--- config.mk ---
export PLATFORM = sky130hd
export DESIGN_NAME = mul8_quad_sequencer
export DESIGN_NICKNAME = d
export VERILOG_FILES = /design/src/rtl/mul8_quad_sequencer.sv
export SDC_FILE = /design/constraint.sdc
export NUM_CORES = 1
export LEC_CHECK = 0
export BUFFER_PORTS_ARGS = -buffer_cell sky130_fd_sc_hd__buf_4
export CORE_ASPECT_RATIO = 1.5
export CORE_MARGIN = 4
export CORE_UTILIZATION = 50
export CTS_CLUSTER_DIAMETER = 100
export DETAILED_ROUTE_END_ITERATION = 8
export PLACE_DENSITY = 0.7
export SLEW_MARGIN = 15
export SYNTH_ARGS = -nofsm -noshare
export SYNTH_HDL_FRONTEND = slang
export SYNTH_SLANG_ARGS = --single-unit
--- constraint.sdc ---
create_clock -name clk -period 6.3 [get_ports clk]
set_input_delay 0.945 -clock clk [delete_from_list [all_inputs] [get_ports clk]]
set_output_delay 0.945 -clock clk [all_outputs]
set_load 0.05 [all_outputs]
--- src/rtl/mul8_quad_sequencer.sv ---
// mul8_quad_sequencer: sequential 8x8 unsigned multiplier that reuses one
// 4x4 partial-product unit across the four nibble quadrants (LL, HL, LH, HH)
// and accumulates the shifted partial products into a 16-bit result.
// The LL quadrant can optionally use a low-power approximate 4x4 unit:
// the low four product columns are OR-ed (no carries generated or
// propagated), and the upper columns (weights 16..64) are summed exactly.
// For example, 15*15 gives 0xBF instead of 0xE1.
module mul8_quad_sequencer #(
  parameter int unsigned USE_APPROX = 1
) (
  input  logic        clk,
  input  logic        rst,
  input  logic        in_valid,
  output logic        in_ready,
  input  logic [7:0]  a,
  input  logic [7:0]  b,
  input  logic        approx_en,
  output logic        out_valid,
  input  logic        out_ready,
  output logic [15:0] y,
  output logic        busy
);

  typedef enum logic [2:0] {
    S_IDLE,
    S_Q0,
    S_Q1,
    S_Q2,
    S_Q3,
    S_DONE
  } state_t;

  localparam logic LP_APX_AVAIL = (USE_APPROX != 0);

  state_t      r_state;
  logic [7:0]  r_a;
  logic [7:0]  r_b;
  logic        r_apx;
  logic [15:0] r_acc;
  logic        r_out_valid;
  logic [15:0] r_y;
  logic        r_busy;

  logic [3:0]  w_opa;
  logic [3:0]  w_opb;
  logic [7:0]  w_pp_exact;
  logic [7:0]  w_pp_apx;
  logic [7:0]  w_pp;
  logic [15:0] w_addend;
  logic [15:0] w_acc_next;
  logic        w_accept;

  // Operand mux: select nibbles of the latched operands for the current quadrant
  always_comb begin
    w_opa = r_a[3:0];
    w_opb = r_b[3:0];
    case (r_state)
      S_Q1: begin
        w_opa = r_a[7:4];
        w_opb = r_b[3:0];
      end
      S_Q2: begin
        w_opa = r_a[3:0];
        w_opb = r_b[7:4];
      end
      S_Q3: begin
        w_opa = r_a[7:4];
        w_opb = r_b[7:4];
      end
      default: begin
        w_opa = r_a[3:0];
        w_opb = r_b[3:0];
      end
    endcase
  end

  // Shared exact 4x4 partial-product unit
  always_comb begin
    w_pp_exact = {4'b0000, w_opa} * {4'b0000, w_opb};
  end

  generate
    if (USE_APPROX != 0) begin : g_apx
      logic [3:0] w_apx_lo;
      logic [7:0] w_apx_hi;

      // Approximate 4x4: OR the low four columns, add the upper columns exactly
      always_comb begin
        w_apx_lo = '0;
        w_apx_hi = '0;
        for (int unsigned i = 0; i < 4; i++) begin
          for (int unsigned j = 0; j < 4; j++) begin
            if ((i + j) < 4) begin
              w_apx_lo[i + j] = w_apx_lo[i + j] | (w_opa[i] & w_opb[j]);
            end else if (w_opa[i] & w_opb[j]) begin
              w_apx_hi = w_apx_hi + (8'd1 << (i + j));
            end
          end
        end
        w_pp_apx = w_apx_hi | {4'b0000, w_apx_lo};
      end
    end else begin : g_no_apx
      // Approximate unit not built; the latched approx flag is always 0
      always_comb begin
        w_pp_apx = '0;
      end
    end
  endgenerate

  // Partial-product select, shift into position and accumulate
  always_comb begin
    w_pp = ((r_state == S_Q0) && r_apx) ? w_pp_apx : w_pp_exact;
    case (r_state)
      S_Q0:       w_addend = {8'h00, w_pp};
      S_Q1, S_Q2: w_addend = {4'h0, w_pp, 4'h0};
      S_Q3:       w_addend = {w_pp, 8'h00};
      default:    w_addend = '0;
    endcase
    w_acc_next = r_acc + w_addend;
  end

  // Handshake qualifiers; in_ready depends only on state and out_ready
  always_comb begin
    in_ready = (r_state == S_IDLE) || ((r_state == S_DONE) && out_ready);
    w_accept = in_valid & in_ready;
  end

  // Sequencer FSM with registered outputs
  always_ff @(posedge clk) begin
    if (rst) begin
      r_state     <= S_IDLE;
      r_a         <= '0;
      r_b         <= '0;
      r_apx       <= 1'b0;
      r_acc       <= '0;
      r_out_valid <= 1'b0;
      r_y         <= '0;
      r_busy      <= 1'b0;
    end else begin
      case (r_state)
        S_IDLE: begin
          if (w_accept) begin
            r_a     <= a;
            r_b     <= b;
            r_apx   <= approx_en & LP_APX_AVAIL;
            r_acc   <= '0;
            r_busy  <= 1'b1;
            r_state <= S_Q0;
          end
        end
        S_Q0: begin
          r_acc   <= w_acc_next;
          r_state <= S_Q1;
        end
        S_Q1: begin
          r_acc   <= w_acc_next;
          r_state <= S_Q2;
        end
        S_Q2: begin
          r_acc   <= w_acc_next;
          r_state <= S_Q3;
        end
        S_Q3: begin
          r_acc       <= w_acc_next;
          r_y         <= w_acc_next;
          r_out_valid <= 1'b1;
          r_busy      <= 1'b0;
          r_state     <= S_DONE;
        end
        S_DONE: begin
          // Output handshake and a new accept may share the same edge
          if (out_ready) begin
            r_out_valid <= 1'b0;
            if (in_valid) begin
              r_a     <= a;
              r_b     <= b;
              r_apx   <= approx_en & LP_APX_AVAIL;
              r_acc   <= '0;
              r_busy  <= 1'b1;
              r_state <= S_Q0;
            end else begin
              r_state <= S_IDLE;
            end
          end
        end
        default: begin
          r_state     <= S_IDLE;
          r_out_valid <= 1'b0;
          r_busy      <= 1'b0;
        end
      endcase
    end
  end

  // Drive ports from registers
  always_comb begin
    out_valid = r_out_valid;
    y         = r_y;
    busy      = r_busy;
  end

endmodule

==> summary.md, run 1 <==
| Metric | Value |
|---|---|
| Outcome | `finished clean` |
| HP Start | `y[3]` |
| Max-slew violation count | `0` |
| Number of synthesized flops with an enable pin | `0` |
| Post-Synthesis Cell Area | `approximately 3700 sq um` |
| Setup violators final | `0` |
| GR peak layer | `met2` |
| Cell area after placement | `4190 sq um` |
| Worst Hold Class | `flop to flop` |
| Design Area, Final | `4300 sq um` |
| Synth-to-Final Area Change | `14.7%` |
| Vias in the first global route | `3,311` |
| Clock Sinks | `54` |
| Worst EP required | `6.52 ns` |
| Hold Vio Cnt, Final | `0` |
| Core Rows | `38` |
| Total Neg Setup Slack | `0 ns` |
| Gr usage total | `21.9%` |
| WL final | `9520 microns` |
| Seq/Total Area, Yosys | `28.8%` |
| Via count | `3,483` |
| # H-tree levels | `2` |
| DR WL/cell | `15.6 microns` |
| Worst Setup Path Type | `flop to flop` |
| Diodes inserted | `0` |
| Leakage | `1.83 nW` |
| DR iter-0 viols | `189` |
| DPL Wire Length | `7450 microns` |
| Number of routed nets with antenna violations | `0` |
| Post-CTS Hold Buffers | `0` |
| IO Port Bufs | `39` |
| Register share of total power | `approximately 48%` |
| Clock Path Buffers | `2` |
| Yosys reg bits | `54` |
| Clock power share | `27.6%` |
| Die H | `114 microns` |
| Core ar. | `about 7300 sq um` |
| Io pins | `40` |
| Setup slack, reg-to-reg | `0.30 ns` |
| Peak Freq | `167 MHz` |
| First-pass GRT wire length | `15,600 microns` |
| TritonCTS buffer count | `5` |
| Fin nets | `570` |
| Dominant cell type by area after synthesis | `dfxtp_1` |
| Residual DRC count | `0` |
| Yosys Warn Count | `0` |
| GP Congestion | `0.968` |
| Worst-Skew Late Latency | `0.34 ns` |
| Pwr dens | `182 nW/um^2` |
| Commonest cells after routing, fill and taps aside | `nand2_1, dfxtp_1, buf_4` |
| RR Endpoint | `r_acc[15]` |
| CP Max Fanout | `11` |
| Ratio of cells with drive above 1 in the final layout | `between 15 and 20%` |
| Syn Area/Cell | `7.94 sq um` |
| Pin count of the biggest net entering global routing | `53` |
| Yosys top cell area share | `between 20% and 30%` |
| Overflow after GRT | `0` |
| GRT met3 Usage | `3.40%` |
| Crit path DAT | `approximately 6.2 ns` |
| FF-to-FF Start | `r_state[1]` |
| Setup bufs post-CTS | `0` |
| Sw frac | `34.1%` |
| Pre-antenna DRT Iters | `5` |
| Measured slew at the worst slew-check pin | `1.13 ns` |
| Met2 Use GR | `42.0%` |
| Peak VDD IR | `about 0.00012 V` |
| Initial core utilization | `between 50 and 60%` |
| Via density | `5.70` |
| Net switching power | `267 uW` |
| # Max-Cap Violations | `0` |
| Post-synth cell types | `62` |
| Die span in x | `roughly 79 microns` |
| Fin crit period | `6.00 ns` |
| Async SR Flop Fraction | `0%` |
| Hold Crit Endpoint | `y[3]` |
| Logic pwr share | `between 20% and 30%` |
| Hold Crit Depth | `2` |
| CP Capture Type | `flop` |
| Post-Syn Nets | `532` |
| Fin Clk Skew | `0.0147 ns` |
| Antenna violations before repair | `0` |
| Die area | `about 9000 sq um` |
| Post-Syn Instances | `472` |
| Final period util | `between 90 and 100%` |
| Critical Path Start Type | `flop` |
| CTS Root Buffer Type | `clkbuf_8` |
| Clock transition at path regs | `~0.11 ns` |
| TritonCTS clock tree | `yes` |
| Post-synth top flop | `dfxtp_1` |
| Worst R2R Path Depth | `20` |
| Top cells by area, synth | `dfxtp_1, ha_1, nand2_1` |
| RSZ-0062 raised after global routing | `false` |
| Internal | `516 uW` |
| GR Layer Usage met1 | `23.0%` |
| Most common cell after layout, fill and taps aside | `nand2_1` |
| Slew Limit Headroom | `24.3%` |
==> layout make-up <==
type,instances,area [sq um]
inverter,19,71.3
fill,685,2980
multi-input combinational,377,2520
timing repair buffer,53,398
clock buffer,6,82.6
sequential,54,1080
tap,100,125
clock inverter,2,16.3
==> repair_timing <==
action                                 4_1_cts  5_1_grt
endpoints found under the hold margin        0        0
setup endpoints to repair                    0        6
gates resized for setup                      0        2
==> cells by family after synthesis <==
logic type | after synthesis | share of synthesized area (%)
multiplexers | 14 | 3.91
adder cells (fa/ha/maj) | 39 | 14.2
XOR/XNOR | 21 | 4.91
buffers and inverters | 41 | 4.24
flip-flops | 54 | 28.8
AO/OA/AOI/OAI | 124 | 21.9
AND/OR/NAND/NOR | 179 | 22.0
==> layer usage <==
layer / wire, microns / vias to the layer above / share of wire (%)
met2: 5190 / 99 / 54
met3: 432 / 25 / 4.5
met5: 0 / - / 0
met4: 320 / 0 / 3.4
li1: - / 1746 / -
met1: 3580 / 1613 / 38
==> through the flow <==
| step | power (mW) | utilization [%] | hold WS [ns] | worst slack, ns | cells |
|---|---|---|---|---|---|
| after floorplan | 0.510 | - | 0.436 | 0.868 | 472 |
| after global placement | 0.570 | 57.6 | 0.445 | 0.309 | 603 |
| after detailed placement | 0.575 | 57.6 | 0.448 | 0.242 | 603 |
| after CTS | 0.789 | 58.9 | 0.461 | 0.199 | 611 |
| after global routing | 0.822 | 59.1 | 0.477 | 0.00910 | 611 |
| final | 0.783 | 59.1 | 0.457 | 0.302 | 611 |
==> synthesized netlist by cell type (all sizes together) (3+ instances only) <==
| cell type | n |
|---|---|
| a211oi | 4 |
| a31oi | 3 |
| inv | 18 |
| nor2b | 6 |
| and2 | 7 |
| nand3 | 11 |
| a21o | 6 |
| a21oi | 44 |
| mux2i | 12 |
| nand2 | 74 |
| and3 | 3 |
| o31ai | 6 |
| fa | 6 |
| a22oi | 10 |
| nand2b | 6 |
| o211ai | 3 |
| ha | 33 |
| o22ai | 6 |
| nor2 | 45 |
| o21a | 5 |
| xor2 | 9 |
| or2 | 6 |
| clkbuf | 20 |
| o21ai | 13 |
| a21boi | 4 |
| xnor2 | 12 |
| nor3 | 8 |
| dfxtp | 54 |
==> worst max-delay path by stage <==
stage / slack [ns] / cells past startpoint / startpoint / to
2_1_floorplan: 0.87 / 22 / r_state[2] / r_acc[15]
3_3_place_gp: 0.31 / 20 / r_state[1] / r_acc[15]
3_5_place_dp: 0.24 / 20 / r_state[1] / r_acc[15]
4_1_cts: 0.20 / 20 / r_state[1] / r_acc[15]
5_1_grt: 0.009 / 20 / r_state[2] / r_acc[15]
6_report: 0.30 / 20 / r_state[1] / r_acc[15]
==> power by group through the flow <==
stage	registers, mW	clock network, mW	logic (mW)
floorplan	0.382	0	0.128
global placement	0.379	0	0.191
detailed placement	0.380	0	0.194
CTS	0.372	0.221	0.196
global route	0.375	0.232	0.215
finish	0.372	0.216	0.195
==> critical path: stages (launching register included) <==
cell      delay [ns]
dfxtp_1         0.54
nand2b_1        0.15
a21oi_2         0.31
mux2i_1         0.18
or2_2           0.35
fa_1            0.53
inv_1           0.05
fa_1            0.52
fa_1            0.48
xnor2_1         0.15
nor2_1          0.07
a21oi_2         0.25
o22ai_1         0.15
ha_1            0.33
and2_1          0.18
a221o_1         0.39
o211ai_1        0.29
a21boi_0        0.18
o41a_1          0.49
mux2i_1         0.18
nand4_1         0.10
==> registers in the layout, indices dropped and copies added, names as in the netlist <==
name       count
r_state        3
r_acc         16
r_b            8
r_a            8
out_valid      1
y             16
busy           1
r_apx          1
No activity file was read; power rests on OpenSTA's default activity.
==> run 2, diff against run 1 <==
CORE_MARGIN = default   (was 4)
==> run 2 against run 1 <==
Effect of this change: sequential share of layout area is 0.15 points lower; critical path depth is the same; via count down 0.17%; combinational power is essentially flat; final cell count unchanged; clock power is 14% higher; non-clock buffer count unchanged; die area decreased by 12%; largest power group unchanged; highest routed layer unchanged.
==> summary.md, run 2 (same netlist as run 1, synthesis figures left out) <==
| Metric | Value |
|---|---|
| Io pins | `40 (unchanged)` |
| Leakage | `1.84 nW (was 1.83 nW)` |
| Max-slew violation count | `0 (unchanged)` |
| Clock transition at path regs | `0.11 ns (about the same)` |
| Gr usage total | `25.1% (was 21.9%)` |
| RSZ-0062 raised after global routing | `false (unchanged)` |
| Setup violators final | `0 (unchanged)` |
| Vias in the first global route | `3,312 (was 3,311)` |
| Slowest stage delay, CP | `0.55 ns (was 0.54 ns)` |
| Core ar. | `7230 sq um (was 7270 sq um)` |
| Overflow after GRT | `0 (unchanged)` |
| Fin crit period | `5.87 ns (was 6.00 ns)` |
| Residual DRC count | `0 (unchanged)` |
| Clock Sinks | `54 (unchanged)` |
| TritonCTS clock tree | `yes (unchanged)` |
| Most common cell after layout, fill and taps aside | `nand2_1 (unchanged)` |
| Measured slew at the worst slew-check pin | `0.995 ns (was 1.13 ns)` |
| Final core occ | `59.8% (was 59.1%)` |
| Design Area, Final | `4320 sq um (was 4300 sq um)` |
| Via density | `5.69 (was 5.70)` |
| # H-tree levels | `2 (unchanged)` |
| Pin count of the biggest net entering global routing | `53 (unchanged)` |
| First-pass GRT wire length | `15,400 microns (was 15,600 microns)` |
| Worst EP required | `6.50 ns (was 6.52 ns)` |
| TritonCTS buffer count | `5 (unchanged)` |
| Final period util | `93.2% (was 95.2%)` |
| Clock Path Buffers | `2 (unchanged)` |
| Internal | `548 uW (was 516 uW)` |
| Register share of total power | `45.7% (was 47.5%)` |
| Logic pwr share | `24.1% (was 24.9%)` |
| Die area | `7850 sq um (was 8970 sq um)` |
| Sw frac | `32.9% (was 34.1%)` |
| WL final | `9400 microns (was 9520 microns)` |
| Die H | `108 microns (was 114 microns)` |
| Cell area after placement | `4170 sq um (was 4190 sq um)` |
| # fillers | `695 (was 685)` |
| Pwr dens | `189 nW/um^2 (was 182 nW/um^2)` |
| Critical Path Start Type | `flop (unchanged)` |
| Diodes inserted | `0 (unchanged)` |
| CTS Root Buffer Type | `clkbuf_8 (unchanged)` |
| Core Rows | `38 (unchanged)` |
| DR WL/cell | `15.4 microns (was 15.6 microns)` |
| Slew Limit Headroom | `33.2% (was 24.3%)` |
| Number of routed nets with antenna violations | `0 (unchanged)` |
| CP Max Fanout | `10 (was 11)` |
| Slowest stage cell, crit path | `fa_1 (was dfxtp_1)` |
| Commonest cells after routing, fill and taps aside | `nand2_1, dfxtp_1, buf_4 (unchanged)` |
| Worst-Skew Late Latency | `0.32 ns (was 0.34 ns)` |
| DPL Wire Length | `7290 microns (was 7450 microns)` |
| Fin Clk Skew | `0.0120 ns (was 0.0147 ns)` |
| Outcome | `finished clean (unchanged)` |
| Net switching power | `268 uW (was 267 uW)` |
| Die span in x | `72.7 microns (was 78.7 microns)` |
| Worst-path cell chain | `or3b_4, nand2_4, mux2i_2, or2_2, fa_1, inv_1, fa_1, fa_1, xnor2_1, nor2_1, a21oi_2, o22ai_1, ha_1, and2_1, a221o_1, o211ai_1, a21boi_0, o41a_1, mux2i_1, nand4_1 (was nand2b_1, a21oi_2, mux2i_1, or2_2, fa_1, inv_1, fa_1, fa_1, xnor2_1, nor2_1, a21oi_2, o22ai_1, ha_1, and2_1, a221o_1, o211ai_1, a21boi_0, o41a_1, mux2i_1, nand4_1)` |
| Antenna violations before repair | `0 (unchanged)` |
| DR iter-0 viols | `226 (was 189)` |
| Peak Freq | `170 MHz (was 167 MHz)` |
| Post-CTS Hold Buffers | `0 (unchanged)` |
| Synth-to-Final Area Change | `15.3% (was 14.7%)` |
| GP Congestion | `0.881 (was 0.968)` |
| Pre-antenna DRT Iters | `4 (was 5)` |
| Worst Hold Class | `flop to flop (unchanged)` |
| CP dominant cell by count | `fa_1 (unchanged)` |
| Clock power share | `30.3% (was 27.6%)` |
| Total Neg Setup Slack | `0 ns (unchanged)` |
| CP Capture Type | `flop (unchanged)` |
| Ratio of cells with drive above 1 in the final layout | `15.1% (unchanged)` |
| IO Port Bufs | `39 (unchanged)` |
| Crit path DAT | `6.08 ns (was 6.21 ns)` |
| # Max-Cap Violations | `0 (unchanged)` |
| Fin nets | `570 (unchanged)` |
| Peak VDD IR | `0.000179 V (was 0.000125 V)` |
| Hold Vio Cnt, Final | `0 (unchanged)` |
| CP delay by family, top | `adder cells (was compound AO/OA/AOI/OAI gates)` |
| Final hold slack | `0.459 ns (was 0.457 ns)` |
| Via count | `3,477 (was 3,483)` |
| Initial core utilization | `51.9% (was 51.5%)` |
| Worst Setup Path Type | `flop to flop (unchanged)` |
| Worst path bufs/invs | `1 (unchanged)` |
## run 2: cell types whose count changed in the layout (fill, tap and decap cells not counted), sizes merged
cell      previous run  this run
bufinv               0         1
clkbuf               6         5
clkinvlp             1         0
inv                 19        20
## run 2: layout make-up
type,count,area (sq um),area share [%]
Clock buffer,5,68.8,1.59
Sequential cell,54,1080,25.0
Clock inverter,3,47.5,1.10
Inverter,19,71.3,1.65
Tap cell,100,125,2.90
Timing Repair Buffer,53,398,9.21
Multi-Input combinational cell,377,2530,58.5
## run 2: worst min-delay path, stage by stage (launching register included)
cell and delay, ns:
dfxtp_1 0.32, nand2_1 0.05, a21oi_1 0.05
## run 2: through the flow
step	power, mW	setup WS, ns	std cells
final	0.816	0.428	611
after global routing	0.857	0.0892	611
after floorplan	0.510	0.868	472
after global placement	0.569	0.252	601
after detailed placement	0.573	0.125	601
after CTS	0.820	0.0695	609
## run 2: worst paths after layout
kind | start | endpoint | slack [ns] | cells past startpoint
min reg2reg | out_valid | out_valid | 0.46 | 2
min | out_valid | out_valid | 0.46 | 2
max reg2reg | r_state[2] | r_acc[15] | 0.43 | 20
max | r_state[2] | r_acc[15] | 0.43 | 20
## run 2: metal layers
layer	GRT usage [%]	vias to the layer above	routed length (microns)
met4	14.0	0	404
met2	45.5	77	4950
met5	0	-	0
li1	-	1752	-
met3	4.01	32	301
met1	27.2	1616	3740
## run 2: power groups by stage
| stage | registers (mW) | clock network (mW) | logic (mW) |
|---|---|---|---|
| finish | 0.372 | 0.247 | 0.196 |
| global placement | 0.380 | 0 | 0.189 |
| floorplan | 0.382 | 0 | 0.128 |
| CTS | 0.373 | 0.253 | 0.194 |
| global route | 0.375 | 0.267 | 0.215 |
| detailed placement | 0.380 | 0 | 0.193 |
## run 2: timing repair
action,4_1_cts,5_1_grt
endpoints found under the hold margin,0,0
endpoints found under the setup margin,0,8
setup buffers,0,2
gates resized for setup,0,3
==> run 3, diff against run 2 <==
BUFFER_PORTS_ARGS = -buffer_cell sky130_fd_sc_hd__clkbuf_2   (was -buffer_cell sky130_fd_sc_hd__buf_4)
==> run 3 against run 2 <==
Effect of this change: clock skew grew 0.0031 ns; sequential cell count did not move; via count down 1.6%; non-clock buffer count down 2; clock-buffer cell count stayed put; setup slack got worse by 0.091 ns; first-iteration DRC count down 27%; register-to-register slack worse by 0.09 ns; final area shrank 2.7%; sequential share of layout area is 0.76 points higher; highest routed layer unchanged; largest cell class unchanged.
==> summary.md, run 3 (same netlist as run 1, synthesis figures left out) <==
| Metric | Value |
|---|---|
| Die area | `7850 sq um (unchanged)` |
| TritonCTS clock tree | `yes (unchanged)` |
| Core Rows | `38 (unchanged)` |
| Total Neg Setup Slack | `0 ns (unchanged)` |
| # Max-Cap Violations | `0 (unchanged)` |
| Worst EP required | `6.57 ns (was 6.50 ns)` |
| Fin nets | `568 (was 570)` |
| Slowest stage delay, CP | `0.54 ns (was 0.55 ns)` |
| Fin crit period | `5.96 ns (was 5.87 ns)` |
| Vias in the first global route | `3,342 (was 3,312)` |
| DPL Wire Length | `7140 microns (was 7290 microns)` |
| Pwr Total | `809 uW (was 816 uW)` |
| Post-CTS Hold Buffers | `0 (unchanged)` |
| First-pass GRT wire length | `15,500 microns (was 15,400 microns)` |
| Final period util | `94.6% (was 93.2%)` |
| Critical Path Start Type | `flop (unchanged)` |
| WL final | `9350 microns (was 9400 microns)` |
| # H-tree levels | `2 (unchanged)` |
| Residual DRC count | `0 (unchanged)` |
| DR iter-0 viols | `166 (was 226)` |
| Slew Limit Headroom | `28.0% (was 33.2%)` |
| Hold Vio Cnt, Final | `0 (unchanged)` |
| Design Area, Final | `4200 sq um (was 4320 sq um)` |
| Fin Clk Skew | `0.0152 ns (was 0.0120 ns)` |
| Setup bufs post-CTS | `0 (unchanged)` |
| Final setup margin | `0.338 ns (was 0.428 ns)` |
| Placed cells | `601 (unchanged)` |
| Setup violators final | `0 (unchanged)` |
| Commonest cells after routing, fill and taps aside | `nand2_1, dfxtp_1, nor2_1 (was nand2_1, dfxtp_1, buf_4)` |
| Non-Filler Instances | `609 (was 611)` |
| Peak Freq | `168 MHz (was 170 MHz)` |
| Outcome | `finished clean (unchanged)` |
| Synth-to-Final Area Change | `12.2% (was 15.3%)` |
| Gr usage total | `25.6% (was 25.1%)` |
| Measured slew at the worst slew-check pin | `1.08 ns (was 0.995 ns)` |
| Number of routed nets with antenna violations | `0 (unchanged)` |
| Antenna violations before repair | `0 (unchanged)` |
| Clock transition at path regs | `0.11 ns (about the same)` |
| Worst-Skew Late Latency | `0.33 ns (was 0.32 ns)` |
| CP dominant cell by count | `fa_1 (unchanged)` |
| Clock Path Buffers | `2 (unchanged)` |
| Pwr dens | `192 nW/um^2 (was 189 nW/um^2)` |
| Die span in x | `72.7 microns (unchanged)` |
| Worst Hold Class | `flop to flop (unchanged)` |
| Ratio of cells with drive above 1 in the final layout | `15.1% (about the same)` |
| Clock Sinks | `54 (unchanged)` |
| Crit path DAT | `6.23 ns (was 6.08 ns)` |
| Worst Setup Path Type | `flop to flop (unchanged)` |
| Diodes inserted | `0 (unchanged)` |
| Slowest stage cell, crit path | `fa_1 (unchanged)` |
| CP Max Fanout | `13 (was 10)` |
| Core ar. | `7230 sq um (unchanged)` |
| TritonCTS buffer count | `5 (unchanged)` |
| CTS resizes | `0 (unchanged)` |
| IO Port Bufs | `39 (unchanged)` |
| Pre-antenna DRT Iters | `4 (unchanged)` |
| Io pins | `40 (unchanged)` |
| Worst-path cell chain | `nand2b_1, a21oi_2, mux2i_1, or2_2, fa_1, inv_1, fa_1, fa_1, xnor2_1, nor2_1, a21oi_2, o22ai_1, ha_1, and2_1, a221o_1, o211ai_1, a21boi_0, o41a_1, nand4b_1, nand4_1 (was or3b_4, nand2_4, mux2i_2, or2_2, fa_1, inv_1, fa_1, fa_1, xnor2_1, nor2_1, a21oi_2, o22ai_1, ha_1, and2_1, a221o_1, o211ai_1, a21boi_0, o41a_1, mux2i_1, nand4_1)` |
| Via count | `3,422 (was 3,477)` |
| Max-slew violation count | `0 (unchanged)` |
| Most common cell after layout, fill and taps aside | `nand2_1 (unchanged)` |
| DR WL/cell | `15.3 microns (was 15.4 microns)` |
| Cell area after placement | `4080 sq um (was 4170 sq um)` |
| Overflow after GRT | `0 (unchanged)` |
| Pin count of the biggest net entering global routing | `53 (unchanged)` |
| Peak VDD IR | `0.000178 V (was 0.000179 V)` |
| Leakage | `1.81 nW (was 1.84 nW)` |
| Initial core utilization | `51.9% (unchanged)` |
| GP Congestion | `0.924 (was 0.881)` |
| RSZ-0062 raised after global routing | `false (unchanged)` |
| Die H | `108 microns (unchanged)` |
| Via density | `5.62 (was 5.69)` |
| CP Capture Type | `flop (unchanged)` |
| CTS Root Buffer Type | `clkbuf_8 (unchanged)` |
| Setup WS pre-CTS | `0.131 ns (was 0.125 ns)` |
-- run 3: cell types whose count changed in the layout (fill, tap and decap cells not counted), moves of 2 or more --
cell | previous run | this run
dfxtp_1 | 54 | 52
buf_4 | 53 | 12
clkbuf_2 | 0 | 39
dfxtp_2 | 0 | 2
-- run 3: cell type report --
cell class	instances	area, sq um
Clock inverter	3	47.5
Tap cell	100	125
Inverter	19	71.3
Timing Repair Buffer	51	285
Sequential cell	54	1080
Multi-Input combinational cell	377	2520
Fill cell	691	3020
Clock buffer	5	68.8
-- run 3: worst max-delay path: cells and delay by family, from the launching register on --
family / cells / cell delay (ns)
DFF: 1 / 0.40
AOI/OAI and AO/OA: 7 / 2.05
buffers and inverters: 1 / 0.06
muxes: 1 / 0.18
adders and majority gates: 4 / 1.88
xor gates and xnor gates: 1 / 0.17
and+or+nand+nor: 6 / 1.15
-- run 3: power breakdown --
group | switching [mW] | internal, mW | leakage, nW
Clock | 0.127 | 0.121 | 0.0587
Combinational | 0.127 | 0.0619 | 1.31
Sequential | 0.0155 | 0.357 | 0.439
Total | 0.269 | 0.540 | 1.81
-- run 3: worst paths after layout --
check,startpoint,end,slack (ns),cells past startpoint
worst min register to register,y[0],y[0],0.46,2
worst max register to register,r_state[1],r_acc[15],0.34,20
worst min-delay path,y[0],y[0],0.46,2
worst max-delay path,r_state[1],r_acc[15],0.34,20
-- run 3: routing by layer --
metal / track usage, % / share of wire [%] / up-vias
met1: 28.3 / 40 / 1594
met3: 4.29 / 3.4 / 22
met2: 45.9 / 53 / 66
met5: 0 / 0 / -
met4: 14.0 / 3.3 / 0
li1: - / - / 1740
-- run 3: stage by stage --
| step | hold WS, ns | utilization (%) |
|---|---|---|
| CTS | 0.462 | 58.0 |
| global route | 0.483 | 58.2 |
| floorplan | 0.436 | - |
| finish | 0.460 | 58.2 |
| detailed placement | 0.447 | 56.4 |
| global placement | 0.442 | 56.4 |
